===== src/rtl/if_fetch_unit.sv =====
// if_fetch_unit: RV32I fetch stage issuing word fetches, buffering in-order
// responses with their PCs and presenting {pc, instruction} to decode.
module if_fetch_unit #(
    parameter int DEPTH = 2
) (
    input  logic        clk,
    input  logic        rst,
    input  logic [31:0] PC,
    output logic [31:0] PC_Next,
    input  logic        redirect,
    input  logic [31:0] redirect_target,
    output logic        imem_req_valid,
    input  logic        imem_req_ready,
    output logic [31:0] imem_req_addr,
    input  logic        imem_rsp_valid,
    input  logic [31:0] imem_rsp_data,
    output logic        instr_valid,
    input  logic        instr_ready,
    output logic [31:0] instr_data,
    output logic [31:0] instr_pc
);
    localparam int AW = $clog2(DEPTH);
    localparam int CW = $clog2(DEPTH + 1);
    localparam logic [CW-1:0] FULL = CW'(DEPTH);
    logic [31:0]      r_pc   [DEPTH];
    logic [31:0]      r_data [DEPTH];
    logic [DEPTH-1:0] r_filled;
    logic [AW-1:0]    r_head, r_tail, r_fptr;
    logic [CW-1:0]    r_alloc, r_pend, r_drop;
    logic             w_accept, w_pop, w_fill, w_unused;
    assign imem_req_valid = rst & ~redirect & (r_alloc < FULL) & (r_drop == '0);
    assign imem_req_addr  = PC;
    assign w_accept       = imem_req_valid & imem_req_ready;
    assign w_pop          = instr_valid & instr_ready;
    assign w_fill         = imem_rsp_valid & (r_drop == '0);
    assign instr_valid    = (r_alloc != '0) & r_filled[r_head];
    assign instr_data     = r_data[r_head];
    assign instr_pc       = r_pc[r_head];
    assign w_unused       = ^redirect_target[1:0];
    always_comb
        PC_Next = !rst ? '0 : redirect ? {redirect_target[31:2], 2'b00} : w_accept ? PC + 32'd4 : PC;
    // r_fptr tracks the oldest allocated-but-unfilled entry; responses are in order
    always_ff @(posedge clk or negedge rst) begin
        if (!rst) begin
            r_head   <= '0;
            r_tail   <= '0;
            r_fptr   <= '0;
            r_alloc  <= '0;
            r_pend   <= '0;
            r_drop   <= '0;
            r_filled <= '0;
            for (int i = 0; i < DEPTH; i++) begin
                r_pc[i]   <= '0;
                r_data[i] <= '0;
            end
        end else if (redirect) begin
            r_head   <= r_tail;
            r_fptr   <= r_tail;
            r_alloc  <= '0;
            r_pend   <= '0;
            r_filled <= '0;
            r_drop   <= r_drop + r_pend - CW'(imem_rsp_valid);
        end else begin
            if (w_accept) begin
                r_pc[r_tail]     <= PC;
                r_filled[r_tail] <= 1'b0;
                r_tail           <= r_tail + AW'(1);
            end
            if (w_fill) begin
                r_data[r_fptr]   <= imem_rsp_data;
                r_filled[r_fptr] <= 1'b1;
                r_fptr           <= r_fptr + AW'(1);
            end
            if (w_pop) begin
                r_filled[r_head] <= 1'b0;
                r_head           <= r_head + AW'(1);
            end
            r_alloc <= r_alloc + CW'(w_accept) - CW'(w_pop);
            r_pend  <= r_pend + CW'(w_accept) - CW'(w_fill);
            if (imem_rsp_valid && r_drop != '0)
                r_drop <= r_drop - CW'(1);
        end
    end
endmodule

===== config.mk =====
export PLATFORM = sky130hd
export DESIGN_NAME = if_fetch_unit
export DESIGN_NICKNAME = d
export VERILOG_FILES = /design/src/rtl/if_fetch_unit.sv
export SDC_FILE = /design/constraint.sdc
export NUM_CORES = 1
export LEC_CHECK = 0
export ABC_AREA = 1
export CORE_MARGIN = 2
export CORE_UTILIZATION = 48
export CTS_CLUSTER_DIAMETER = 80
export DETAILED_ROUTE_END_ITERATION = 8
export GPL_ROUTABILITY_DRIVEN = 1
export GPL_TIMING_DRIVEN = 0
export HOLD_SLACK_MARGIN = 0.03
export PLACE_DENSITY = 0.81
export SETUP_SLACK_MARGIN = 0.15
export SLEW_MARGIN = 30
export SYNTH_ARGS = -nofsm -noshare
export SYNTH_HDL_FRONTEND = slang
export SYNTH_SLANG_ARGS = --single-unit

===== constraint.sdc =====
create_clock -name clk -period 2.4 [get_ports clk]
set_input_delay 0.48 -clock clk [delete_from_list [all_inputs] [get_ports clk]]
set_output_delay 0.48 -clock clk [all_outputs]
set_load 0.1 [all_outputs]

==> reports/qor.yml <==
run_status:
  status: "complete, but fails checks"
  violations: "negative setup slack"
critical_path:
  path_cells: "inv_2 -> ha_4 -> inv_2 -> nor2_2 -> nand3_2 -> buf_12 -> nor2_8 -> nand2_4 -> o21ai_1 -> nand3_1 -> nand2_2 -> clkinvlp_4 -> buf_6"
  cp_slowest_cell: "dfrtp_1"
  crit_top_cell: "inv_2"
  max_stage_delay_ns: 0.42
  startpoint_type: "flip-flop"
  path_buf_inv: 5
  critical_path_class: "flip-flop to output port"
  critPathArrivalTime_ns: 2.52
  end_kind: "output port"
  crit_fanout: 7
  worst_path_dominant_cell_family: "simple AND/OR/NAND/NOR gates"
  cp.required_ns: 1.92
placed_design:
  pre_cts_slack_ns: -1.760
  dp_hpwl_um: 18140
  gp_congestion: 0.9615
  portBuffers: 229
clock_network:
  h-tree-depth: 4
  cts_buffers: 17
  ctsLongestPathBuffers: 2
  cts-root-buf: "clkbuf_16"
  tritoncts: "yes"
  clock_sinks: 139
  clk_pin_slew_ns: 0.06
  clock_latency_ns: 0.43
sta:
  setup_slack_ns: -0.6036
  tns_ns: -24.71
  fin_worst_skew_ns: 0.007321
  rsz0062_at_grt: "yes"
  max-slew-margin-rel_pct: 43.04
  slew_violations: 0
  finalSetupViolations: 64
  fin_crit_ns: 3.004
  period_share_pct: 125.2
  max_freq_mhz: 332.9
  hold_violations: 0
  tightest_slew_ns: 0.8516
synthesis:
  ys_types: 28
  yosysSeqAreaShare_pct: 44.42
  synth_area_um2: 7831
  syn_area_per_cell_um2: 7.100
  ys_seq_elements: 139
  syn_nets: 1213
  yosys_warnings: 0
  synth_top_cell_area_share_pct: 44.42
  ys_top_cells_by_area: "dfrtp_1 44%, nand2_1 20%, o21ai_0 8.2%, inv_1 5.8%, nor2_1 3.7%"
  synth_area_leader_cell: "dfrtp_1"
  postSynthCellCount: 1103
grt:
  grt_pass1_vias: 8698
  antenna_found_initial: 0
  grt.total_usage_pct: 32.23
  grt_pass1_wl_um: 44680
  overflow: 0
  grt_max_degree: 38
power:
  peakVddDrop_mv: 0.9736
  leakage_nw: 6.535
  powerDensity_nw_per_um2: 1406
route:
  post-route-drc-count: 0
  drtPass1Iterations: 7
  ant_nets: 0
  drt_wl_total_um: 29420
  wl_per_cell_um: 18.03
  drt_iter0_markers: 992
  detail_route.vias_per_cell: 5.522
  vias: 9012
layout:
  antennaDiodeCount: 0
  n_fill_cell: 968
  drive_above_1_share_pct: 30.37
  area_growth_pct: 65.71
  multiInputGateArea_um2: 3951
  regArea_um2: 3478
  finalNetCount: 1513
floorplanning:
  die_height_um: 131.7
  die_area_um2: 17350
  rows: 46
  initial_core_util_pct: 49.12
  core_um2: 15940
  ioPinCount: 232
  die-width_um: 131.7
run:
  cap_violations: 0
hold_path:
  holdCritPathClass: "input port to async pin"
stage by stage:
stage | instances | instance area, um2 | power (W) | util [%] | hold slack (ns)
3_3_place_gp | 1548 | 10650 | 0.01361 | 66.77 | 0.4646
4_1_cts | 1614 | 12470 | 0.01778 | 78.20 | 0.1049
6_report | 1632 | 12980 | 0.01825 | 81.40 | 0.1093
2_1_floorplan | 1103 | 8083 | 0.01135 | - | 0.1844
3_5_place_dp | 1549 | 10670 | 0.01375 | 66.94 | 0.4697
5_1_grt | 1632 | 12980 | 0.01895 | 81.40 | 0.1145
path summary, 6_finish.rpt:
path / end / slack, ns / startpoint / cells past startpoint
worst max-delay path: PC_Next[17] / -0.60 / r_drop[0] / 13
worst min-delay path: r_data[14] / 0.11 / rst / 3
worst max register to register: r_pc[60] / -0.34 / r_drop[0] / 19
worst min register to register: r_pc[28] / 0.48 / r_pc[28] / 2
max in group asynchronous: r_pc[17] / 1.01 / rst / 3
min in group clk: r_pc[9] / 0.45 / PC[9] / 3
cell usage in the layout (no fill, tap or decap), types with 18 or more instances in the layout:
| cell | instances |
|---|---|
| o21ai_1 | 41 |
| dfrtp_1 | 139 |
| buf_12 | 39 |
| nand2_1 | 381 |
| nor2_1 | 61 |
| nand4_1 | 24 |
| clkdlybuf4s15_2 | 18 |
| clkbuf_16 | 20 |
| o21ai_0 | 98 |
| nand3_1 | 23 |
| buf_4 | 75 |
| buf_6 | 24 |
| clkdlybuf4s50_1 | 81 |
| inv_1 | 93 |
| buf_8 | 51 |
| o21ai_2 | 23 |
| nand2_2 | 26 |
power by group:
group / internal, W / switching (W)
clock: 0.00183 / 0.00112
sequential: 0.00342 / 0.000633
combinational: 0.00325 / 0.00800
area by class of cell:
class / instances / share of cell area, %
tap: 216 / 2.083
timing repair buffer: 281 / 26.37
buffer: 84 / 5.062
clock buffer: 19 / 3.490
inverter: 123 / 4.155
multi-input combinational: 757 / 30.45
sequential: 139 / 26.80
clock inverter: 13 / 1.591
cell families after synthesis:
logic type	share of synthesized area, %
simple gates	29.35
xor+xnor	0.7829
flops	44.42
compound gates	12.03
buf+inv	12.14
fa+ha+maj	1.278
worst min-delay path: stages:
cell and delay [ns]:
buf_16 0.11, buf_12 0.10, buf_12 0.20
state kept, by name (all words and copies together), names as in the netlist:
signal / flops
r_drop: 2
r_data: 64
r_head: 1
r_filled: 2
r_pend: 2
r_tail: 1
r_fptr: 1
r_pc: 64
r_alloc: 2
layer usage:
metal	vias to the layer above	GRT usage [%]	routed length [um]
li1	4046	-	-
met1	4282	39.31	11010
met2	589	55.03	14750
met3	95	8.458	2770
met4	0	12.14	891
met5	-	0	0
synth_stat cells, drive strengths merged:
| cell type | count |
|---|---|
| nand2 | 415 |
| nor2 | 86 |
| xnor2 | 4 |
| nand4 | 24 |
| a22oi | 2 |
| a21oi | 9 |
| ha | 8 |
| a31oi | 3 |
| buf | 47 |
| nor3 | 1 |
| xor2 | 3 |
| nand3 | 37 |
| o21ai | 165 |
| dfrtp | 139 |
| clkbuf | 37 |
| inv | 123 |
repair_timing:
| action | in CTS | in global routing |
|---|---|---|
| setup buffers | 26 | 15 |
| pin swaps | 33 | 40 |
| endpoints found under the hold margin | 69 | 0 |
| resized for setup | 991 | 128 |
| gates cloned | 3 | 3 |
| setup endpoints to repair | 132 | 138 |
| hold buffers | 4 | 0 |
Power figures use the tool's default switching activity.
==> RTL edit: new RTL, config.mk and constraints unchanged <==
`DEPTH`: 2 -> 4.
--- a/src/rtl/if_fetch_unit.sv
+++ b/src/rtl/if_fetch_unit.sv
@@ -1,7 +1,7 @@
 // if_fetch_unit: RV32I fetch stage issuing word fetches, buffering in-order
 // responses with their PCs and presenting {pc, instruction} to decode.
 module if_fetch_unit #(
-    parameter int DEPTH = 2
+    parameter int DEPTH = 4
 ) (
     input  logic        clk,
     input  logic        rst,
Function: changed (Yosys sat finds a counterexample within 4 cycles, from zero or initial values and one cycle with rst low).
==> RTL edit against the original RTL <==
  * The flow still finishes with violations (setup timing)
  * Critical endpoint is now PC_Next[30]
  * Setup slack worse by 110 ps
  * Sequential power rose by 100%
  * Area after synthesis grew 77%
  * Maximum frequency decreased by 3.4%
  * Routed wire length is 110% higher
  * Cell area grew 77%
  * Clock power grew 48%
  * Sequential cell count is 136 higher
  * Via count rose by 75%
  * Power increased by 72%
  * Cell count increased by 52%
  * Largest cell class is now multi-input gates
  * Die area grew 74%
  * Highest routed layer unchanged
  * Count of clock-buffer cells in the layout increased by 26
  * Clock skew grew 5.1 ps
==> RTL edit: results (changes against the original RTL) <==
[run_status]
status = finished with violations
failed_checks = setup timing

[pwr]
netSwitchingPower_mw = 15.3  ; +57%
p_seq_frac = 0.261  ; +0.039
netSwitchingFraction = 0.487  ; -0.0469
p_leak_nw = 9.91  ; +52%
max-vdd-ir-drop_mv = 0.744  ; -24%
powerClk_mw = 4.37  ; +48%

[worst_setup_path]
path_max_fanout = 6  ; -1
arrival_ps = 2630  ; +110 ps

[final_layout]
drive_gt1_frac = 0.377  ; +0.0735
diodes = 0  ; unchanged
nets = 2206  ; +46%
reg_top3 = r_data: 128 flops, r_pc: 128 flops, r_filled: 4 flops
nFillCells = 1482  ; +53%

[synthesis]
synth_warnings = 0  ; unchanged
yosys-top-cells-area = dfrtp_1, o21ai_0, nand2_1, nor2_1, inv_1
synth_cell_types = 31  ; +11%
syn_inst = 1740  ; +58%
synth_async_sr_flop_share = 1.00  ; unchanged
synthFlopType = dfrtp_1
synth_fp_nets = 1866  ; +54%
yosysSeqAreaShare = 0.497  ; +0.0532
netlist_top_cells_count = nand2_1, o21ai_0, dfrtp_1

[detailed_routing]
dr_total_vias = 15700  ; +75%
vias_per_cell = 6.33  ; +15%
drt-pass1-iter-count = 6  ; -1
first_iter_violations = 2097  ; +110%
avgRoutedWirePerCell_um = 24.6  ; +36%

[grt]
grt_first_pass_wirelength_um = 87500  ; +96%
grtUsageTotal = 0.368  ; +0.0457
antenna_found_initial = 0  ; unchanged
grt_max_degree = 80  ; +110%

[placed_design]
place_ws_ps = -1710  ; +53.2 ps
placed_area_um2 = 17900  ; +68%
place_hpwl_um = 31900  ; +76%
gp_congestion = 0.865  ; -10%
numPlacedInstances = 2356  ; +52%
io_buffers = 229  ; unchanged

[sta]
tightest_slew_ps = 955  ; +103 ps
layout_setup_ws_ps = -709  ; -105 ps
setup_violations = 99  ; +55%
fin_tns_setup_ps = -30740  ; -6030 ps
skew_ps = 12.5  ; +5.14 ps

[clock_network]
ctsRootBufferMaster = clkbuf_16
htreeDepth = 1  ; -3
cts_buffers = 28  ; +11
clk_latency_ps = 560  ; +130 ps
clock_path_buffers = 3  ; +1
clkTransAtPathRegs_ps = 70

[min_path]
hold_path.class = in2async

## RTL edit: cell families after synthesis
logic type / share of synthesized area
AND/OR/NAND/NOR: 0.186
adder cells (fa/ha/maj): 0.0233
buffers and inverters: 0.0966
flip-flops: 0.497
AO/OA/AOI/OAI: 0.190
XOR/XNOR: 0.00633
## RTL edit: cell type report
class,count,area [um^2],area share
Multi-Input combinational cell,1188,8380,0.366
Sequential cell,275,6880,0.300
Timing Repair Buffer,308,4330,0.189
Buffer,143,1370,0.0595
Clock buffer,45,856,0.0373
Inverter,136,599,0.0261
Tap cell,384,480,0.0210
Clock inverter,5,25.0,0.00109
## RTL edit: timing repair
| action | 4_1_cts | 5_1_grt |
|---|---|---|
| pin swaps | 101 | 44 |
| hold buffers | 3 | 0 |
| buffers inserted | 39 | 20 |
| cloned | 14 | 2 |
| resized for setup | 1505 | 221 |
| endpoints found under the hold margin | 55 | 0 |
| endpoints found under the setup margin | 135 | 150 |
## RTL edit: final timing paths
check	start	to	slack, ps	cells after the start
worst max register to register	r_head[0]	r_alloc[1]	-100	14
max in group asynchronous	rst	r_pc[57]	1540	4
min in group clk	PC[13]	r_pc[77]	440	3
worst min-delay path	rst	r_data[104]	40	3
worst min register to register	r_data[70]	r_data[70]	490	2
worst max-delay path	r_drop[1]	PC_Next[30]	-710	14
## RTL edit: metal layers
layer  vias up  routed length, um  global-route usage
met5         -                  0                   0
met4         0               4280               0.185
met3       369               6150              0.0785
met2      1317              30300               0.645
met1      7671              20300               0.427
li1       6376                  -                   -
## RTL edit: worst max-delay path: stages, from the launching register on
cell        delay (ps)
dfrtp_1            390
inv_2               90
ha_4               160
inv_4               40
nor2_4             160
nand3_4            130
buf_6              160
nor2_4             140
buf_12             150
nand3_2             70
nand2_1             90
nand3_2             70
nand2_2            130
clkinvlp_4         110
buf_12             170
